==> src/rtl/bcd_digit_driver.sv <==
// Sequential double-dabble binary-to-BCD converter for the HEX digit decoders.
// Produces registered digit codes with leading-zero blanking and saturation.
module bcd_digit_driver #(
  parameter int BIN_W    = 14,
  parameter int DIGITS   = 4,
  parameter int BLANK_LZ = 1
) (
  input  logic                  clk,
  input  logic                  rst_n,
  input  logic                  start,
  input  logic [BIN_W-1:0]      bin_in,
  output logic                  busy,
  output logic                  done,
  output logic                  overflow,
  output logic [4*DIGITS-1:0]   digits
);

  typedef enum logic [1:0] {IDLE, SHIFT, FINISH} state_t;

  localparam int CNT_W = $clog2(BIN_W + 1);

  function automatic logic [63:0] calc_max();
    logic [63:0] v;
    v = 64'd1;
    for (int unsigned i = 0; i < DIGITS; i++) v = v * 64'd10;
    return v - 64'd1;
  endfunction

  localparam logic [63:0] MAX_VAL = calc_max();

  state_t              state;
  logic [BIN_W-1:0]    sr;
  logic [BIN_W-1:0]    bin_q;
  logic [4*DIGITS-1:0] bcd;
  logic [4*DIGITS-1:0] bcd_adj;
  logic [4*DIGITS-1:0] disp;
  logic [CNT_W-1:0]    cnt;
  logic                sat;

  always_comb begin
    bcd_adj = '0;
    for (int unsigned i = 0; i < DIGITS; i++) begin
      bcd_adj[4*i +: 4] = (bcd[4*i +: 4] >= 4'd5) ? bcd[4*i +: 4] + 4'd3 : bcd[4*i +: 4];
    end
  end

  // Saturation is decided on the latched binary, since the BCD accumulator drops high digits.
  always_comb begin
    logic lead;
    sat  = 64'(bin_q) > MAX_VAL;
    disp = bcd;
    lead = 1'b1;
    if (sat) begin
      disp = {DIGITS{4'd9}};
    end else begin
      for (int unsigned i = DIGITS - 1; i >= 1; i--) begin
        if (BLANK_LZ != 0 && lead && bcd[4*i +: 4] == 4'd0) disp[4*i +: 4] = 4'hF;
        else lead = 1'b0;
      end
    end
  end

  always_ff @(posedge clk) begin
    if (!rst_n) begin
      state    <= IDLE;
      busy     <= 1'b0;
      done     <= 1'b0;
      overflow <= 1'b0;
      digits   <= '1;
      sr       <= '0;
      bin_q    <= '0;
      bcd      <= '0;
      cnt      <= '0;
    end else begin
      done <= 1'b0;
      case (state)
        IDLE: begin
          if (start) begin
            bin_q <= bin_in;
            sr    <= bin_in;
            bcd   <= '0;
            cnt   <= '0;
            busy  <= 1'b1;
            state <= SHIFT;
          end
        end
        SHIFT: begin
          {bcd, sr} <= {bcd_adj[4*DIGITS-2:0], sr, 1'b0};
          cnt       <= cnt + CNT_W'(1);
          if (cnt == CNT_W'(BIN_W - 1)) state <= FINISH;
        end
        FINISH: begin
          digits   <= disp;
          overflow <= sat;
          done     <= 1'b1;
          busy     <= 1'b0;
          state    <= IDLE;
        end
        default: state <= IDLE;
      endcase
    end
  end

endmodule

==> config.mk <==
export PLATFORM = sky130hd
export DESIGN_NAME = bcd_digit_driver
export DESIGN_NICKNAME = d
export VERILOG_FILES = /design/src/rtl/bcd_digit_driver.sv
export SDC_FILE = /design/constraint.sdc
export NUM_CORES = 1
export LEC_CHECK = 0
export CAP_MARGIN = 10
export CORE_ASPECT_RATIO = 0.8
export CORE_UTILIZATION = 56
export DETAILED_ROUTE_END_ITERATION = 12
export DONT_BUFFER_PORTS = 1
export PLACE_DENSITY = 0.82
export SLEW_MARGIN = 20
export SYNTH_ARGS = -nofsm -noshare
export SYNTH_HDL_FRONTEND = slang
export SYNTH_SLANG_ARGS = --single-unit
==> constraint.sdc <==
create_clock -name clk -period 1.4 [get_ports clk]
set_input_delay 0.14 -clock clk [delete_from_list [all_inputs] [get_ports clk]]
set_output_delay 0.14 -clock clk [all_outputs]
set_load 0.03 [all_outputs]
==> results of run 1 <==
==> cell type report <==
| type | instances | area (sq um) |
|---|---|---|
| clock inverter | 6 | 90.1 |
| sequential | 65 | 1320 |
| timing repair buffer | 51 | 453 |
| multi-input combinational | 205 | 1500 |
| fill | 271 | 1010 |
| clock buffer | 10 | 138 |
| inverter | 17 | 63.8 |
| tap | 60 | 75.1 |
==> worst paths after layout <==
path,from,end,slack [ps]
max,bin_q[4]$_SDFFE_PN0P_,digits[8]$_SDFFE_PN1P_,-110
min,rst_n,digits[3]$_SDFFE_PN1P_,-140
max reg2reg,bin_q[4]$_SDFFE_PN0P_,digits[8]$_SDFFE_PN1P_,-110
min reg2reg,bin_q[8]$_SDFFE_PN0P_,bin_q[8]$_SDFFE_PN0P_,450
==> power breakdown <==
| group | leakage [uW] | internal [uW] | total, uW | switching (uW) |
|---|---|---|---|---|
| Clock | 0.000113 | 1060 | 1850 | 793 |
| Combinational | 0.000836 | 154 | 335 | 181 |
| Sequential | 0.000535 | 1910 | 1950 | 46.8 |
| Total | 0.00148 | 3120 | 4140 | 1020 |
==> cell families (layout without fill, tap and decap cells) <==
kind of cell	after synthesis	after routing	synth area share, %
compound gates	90	91	22.9
xor+xnor	5	5	1.59
fa+ha+maj	12	12	5.45
buf+inv	32	84	5.50
flops	65	65	47.3
mux	6	6	2.27
simple gates	91	91	15.1
==> state kept, by name, summed over array words and instances (netlist names) <==
name      count
done          1
cnt           4
overflow      1
digits       16
state         2
bcd          16
busy          1
sr           14
bin_q        10
==> through the flow <==
step	TNS [ps]	instances	worst slack, ps	total power, uW	instance area, sq um
2_1_floorplan	0	301	17.4	2150	2760
3_3_place_gp	-131	378	-54.0	2220	3020
3_5_place_dp	-436	378	-87.0	2230	3020
4_1_cts	-7.31	408	-4.51	4070	3450
5_1_grt	-1980	414	-150	4250	3640
6_report	-1160	414	-114	4140	3640
==> per-layer routing <==
layer	up-vias	part of all wire, %	wire, um	GRT usage [%]
li1	1177	-	-	-
met1	1235	39	3290	39.9
met2	193	46	3920	50.4
met3	45	9.5	808	9.72
met4	0	5.2	441	16.3
met5	-	0	0	0
==> timing repair <==
| action | CTS | global route |
|---|---|---|
| pin swaps | 10 | 16 |
| endpoints found under the hold margin | 38 | 27 |
| endpoints found under the setup margin | 23 | 31 |
| buffers inserted | 2 | 5 |
| resized for setup | 17 | 38 |
| cloned | 1 | 1 |
==> critical path, delay by kind of cell (launching register included) <==
family | cells | cell delay (ps)
compound gates | 2 | 630
simple gates | 2 | 440
flops | 1 | 340
==> layout by cell type (no fill, tap or decap), types with 3 or more instances in the layout <==
master / count
o22ai_1: 12
buf_4: 37
a21oi_1: 16
a22oi_1: 4
a22o_1: 10
nor2_1: 16
inv_2: 9
mux2i_1: 4
dfxtp_1: 53
ha_1: 9
o21ai_0: 11
xnor2_1: 4
dfxtp_2: 12
o211ai_1: 9
a21oi_4: 4
o31ai_1: 3
nand2_1: 49
nand3_1: 3
a32o_1: 5
inv_1: 8
dlygate4sd3_1: 11
nand2b_4: 4
o32ai_1: 5
clkbuf_8: 10
==> metrics.cfg, run 1 <==
[grt]
grt_pass1_vias=2498
track_usage_pct=32.2
grt_pass1_wl_um=12400
overflow=0
antenna_found_initial=0
grt_max_degree=32

[route]
drt-pass1-iter-count=6
ant_nets=0
drtIter0Drc=364
viasPerCell=6.40
drt-total-wl_um=8460
wl_per_cell_um=20.4
route.detailed.drc=0
vias=2650

[place]
dp_hpwl_um=4500
io_buffer_count=0
gp_congestion=0.814

[die]
num_rows=22
coreArea_sq_um=4650
pin_count=36
initial_utilization_pct=59.2
die_w_um=80.4
die_area_sq_um=5200
die_h_um=64.7

[setup_path]
critical_path.endpoint_type=flip-flop
path_cells=nor4_4 > o211ai_1 > o32ai_1 > nand2_1
cp.required_ps=1650
startpoint_type=flip-flop
cp_max_fo=5
reg2reg_depth=4
critical_path_arrival_ps=1760
path_class=reg -> reg
max_stage_delay_ps=340
slowest_stage=dfxtp_2

[yosys]
synth_area_leaders=dfxtp_1 (47%), nand2_1 (6.8%), ha_1 (5.5%), a21oi_1 (3.8%), a22o_1 (3.2%)
synth_cell_types=42
syn_inst=301
synth_area_sq_um=2750
yosys.area.top_type=dfxtp_1
synth_most_common_cell=dfxtp_1
synth_edf_count=0
syn-num-nets=330
syn_avg_cell_area_sq_um=9.15
synth_common_cells=dfxtp_1 (65), nand2_1 (50), a21oi_1 (21), nor2_1 (17), inv_1 (16)
synth-seq-cells=65
synthArstFlopShare_pct=0
yosys_warnings=0
yosys_most_used_dff=dfxtp_1
ys_seq_area_share_pct=47.3
synth_top_cell_area_share_pct=47.3

[timing]
finalWorstSetupSlack_ps=-114
tightest_slew_ps=561
setup_viol=19
hold_viol=27
fin_crit_sh_pct=108
slew_violations=0
rsz0062_at_grt=yes
hold_slack_ps=-141
fin_crit_ps=1510
finClkSkew_ps=11.1
max_freq_mhz=661
max_slew_margin_pct=62.4

[cells_and_area]
area_growth_pct=32.1
drive_above_1_share_pct=31.1
num_antenna_cells=0
fin_nets=378
finalCoreUtilization_pct=78.2

[worst_hold_path]
min_path_type=in -> reg
holdPathStages=1

[clocking]
htreeDepth=3
cts_tree=yes
cts_sinks=65
cts_buffers=9
hold_buffers=11
clkTransAtPathRegs_ps=80
ctsRootBufferMaster=clkbuf_8
cts_max_path_buffers=2
insertion_delay_ps=360

[pwr]
peakVddDrop_v=0.000868
power_leakage_uw=0.00148
p_per_area_nw_per_um2=1140

[outcome]
violations=hold timing, setup timing
status=complete, but fails checks

[job]
cap_violations=0

Power figures use the tool's default switching activity.
==> inputs of run 2 (changes only) <==
--- a/config.mk
+++ b/config.mk
@@ -11,6 +11,7 @@
 export DETAILED_ROUTE_END_ITERATION = 12
 export DONT_BUFFER_PORTS = 1
 export PLACE_DENSITY = 0.82
+export SKIP_CTS_REPAIR_TIMING = 1
 export SLEW_MARGIN = 20
 export SYNTH_ARGS = -nofsm -noshare
 export SYNTH_HDL_FRONTEND = slang
==> metrics.cfg, run 2 (same netlist as run 1, synthesis figures left out) <==
[outcome]
status=complete, but fails checks
violations=hold timing, setup timing

[timing]
rsz0062_at_grt=yes
slew_violations=0  ; unchanged
fin_crit_sh_pct=109  ; +1.0 points
finClkSkew_ps=14.3  ; +3.26 ps
hold_slack_ps=-140  ; +0.978 ps
finalWorstSetupSlack_ps=-129  ; -14.6 ps
setup_viol=18  ; -1
max_freq_mhz=654  ; -0.95%
fin_crit_ps=1530  ; +14.6 ps
tightest_slew_ps=425  ; -136 ps
hold_viol=27  ; unchanged
max_slew_margin_pct=71.6  ; +9.2 points

[clocking]
clkTransAtPathRegs_ps=70  ; about the same
cts_max_path_buffers=2  ; unchanged
cts_tree=yes
insertion_delay_ps=360  ; about the same
cts_buffers=9  ; unchanged
htreeDepth=3  ; unchanged
ctsRootBufferMaster=clkbuf_8
cts_sinks=65  ; unchanged

[route]
ant_nets=0  ; unchanged
drt-total-wl_um=8310  ; -1.8%
wl_per_cell_um=20.0  ; -2.3%
top_layer_used=met4
vias=2643  ; -0.26%
wl_met3_um=730  ; -9.7%
viasPerCell=6.35  ; -0.74%
drt-pass1-iter-count=5  ; -1
drt-met1-wl_um=3320  ; +0.82%
drtIter0Drc=339  ; -6.9%
route.detailed.drc=0  ; unchanged
dr_wl_met2_um=3950  ; +0.84%

[grt]
overflow=0  ; unchanged
grt_pass1_vias=2263  ; -9.4%
grt_pass1_wl_um=11100  ; -11%
track_usage_pct=28.7  ; -3.5 points
grt_max_degree=32  ; unchanged
antenna_found_initial=0  ; unchanged

[die]
die_area_sq_um=5200  ; unchanged
num_rows=22  ; unchanged
initial_utilization_pct=59.2  ; unchanged
coreArea_sq_um=4650  ; unchanged
pin_count=36  ; unchanged
die_h_um=64.7  ; unchanged
die_w_um=80.4  ; unchanged

[cells_and_area]
finalCoreUtilization_pct=78.9  ; +0.70 points
largestRegisters=bcd x16, digits x16, sr x14
final_common_cell=dfxtp_1
fin_nets=380  ; +0.53%
fin_area_sq_um=3670  ; +0.89%
area_growth_pct=33.3
drive_above_1_share_pct=32.9  ; +1.8 points
num_antenna_cells=0  ; unchanged
layout_common_cells=dfxtp_1 (55), nand2_1 (49), buf_4 (39)

[setup_path]
critical_path_arrival_ps=1760  ; about the same
path_class=reg -> reg
reg2reg_slack_ps=-130  ; about the same
cp_max_fo=5  ; unchanged
startpoint_type=flip-flop
cp.required_ps=1630  ; -20 ps
critical_path.endpoint_type=flip-flop

[pwr]
p_sw_share_pct=24.7  ; +0.049 points
p_switching_uw=1020  ; +0.15%
intPower_uw=3110  ; -0.12%
comb_power_share_pct=8.0  ; about the same
peakVddDrop_v=0.000855  ; -1.5%
seq_power_share_pct=47.2  ; about the same
p_per_area_nw_per_um2=1130  ; -0.94%
power_frac_clock_pct=44.8  ; about the same
power_leakage_uw=0.00151  ; +1.8%

[place]
gp_congestion=0.814  ; unchanged
placed_area_sq_um=3020  ; unchanged
dp_hpwl_um=4500  ; unchanged
pre_cts_ws_ps=-87.0  ; unchanged
io_buffer_count=0  ; unchanged

[job]
cap_violations=0  ; unchanged

[worst_hold_path]
min_path_type=in -> reg

-- run 2: changes by cell type in the layout (fill, tap and decap cells not counted), sizes merged --
| cell | change |
|---|---|
| buf | +4 |
| clkbuf | -1 |
| dlygate4sd3 | -1 |
-- run 2: power by group through the flow --
stage | sequential, uW | combinational, uW | clock [uW]
2_1_floorplan | 1980 | 177 | 0
3_3_place_gp | 1980 | 241 | 0
3_5_place_dp | 1980 | 250 | 0
4_1_cts | 1940 | 252 | 1840
5_1_grt | 1960 | 354 | 1940
6_report | 1950 | 330 | 1850
-- run 2: routing by layer --
metal | GRT usage [%] | vias to the layer above
li1 | - | 1188
met1 | 37.3 | 1242
met2 | 43.6 | 172
met3 | 10.0 | 41
met4 | 10.9 | 0
met5 | 0 | -
-- run 2: layout make-up --
class                      count  area [sq um]
clock buffer                  10           138
inverter                      17          63.8
clock inverter                 6          90.1
multi-input combinational    205          1530
tap                           60          75.1
timing repair buffer          53           455
fill                         260           982
sequential                    65          1320
-- run 2: worst max-delay path, stage by stage, from the launching register on --
cell      delay (ps)
dfxtp_1          350
nor4_4           330
buf_4            180
o211ai_4         130
o32ai_2          300
nand2_1          100
-- run 2: path summary, 6_finish.rpt --
kind	from	end	depth (start not counted)
setup / recovery	bin_q[5]$_SDFFE_PN0P_	digits[15]$_SDFFE_PN1P_	5
hold / removal	rst_n	digits[11]$_SDFFE_PN1P_	1
setup reg to reg	bin_q[5]$_SDFFE_PN0P_	digits[15]$_SDFFE_PN1P_	5
hold reg to reg	bin_q[10]$_SDFFE_PN0P_	bin_q[10]$_SDFFE_PN0P_	2
-- run 2: through the flow --
step | power (uW) | TNS (ps) | instances
floorplan | 2150 | 0 | 301
detailed placement | 2230 | -436 | 378
CTS | 4030 | -1160 | 394
global route | 4250 | -1370 | 416
finish | 4140 | -789 | 416
global placement | 2220 | -131 | 378
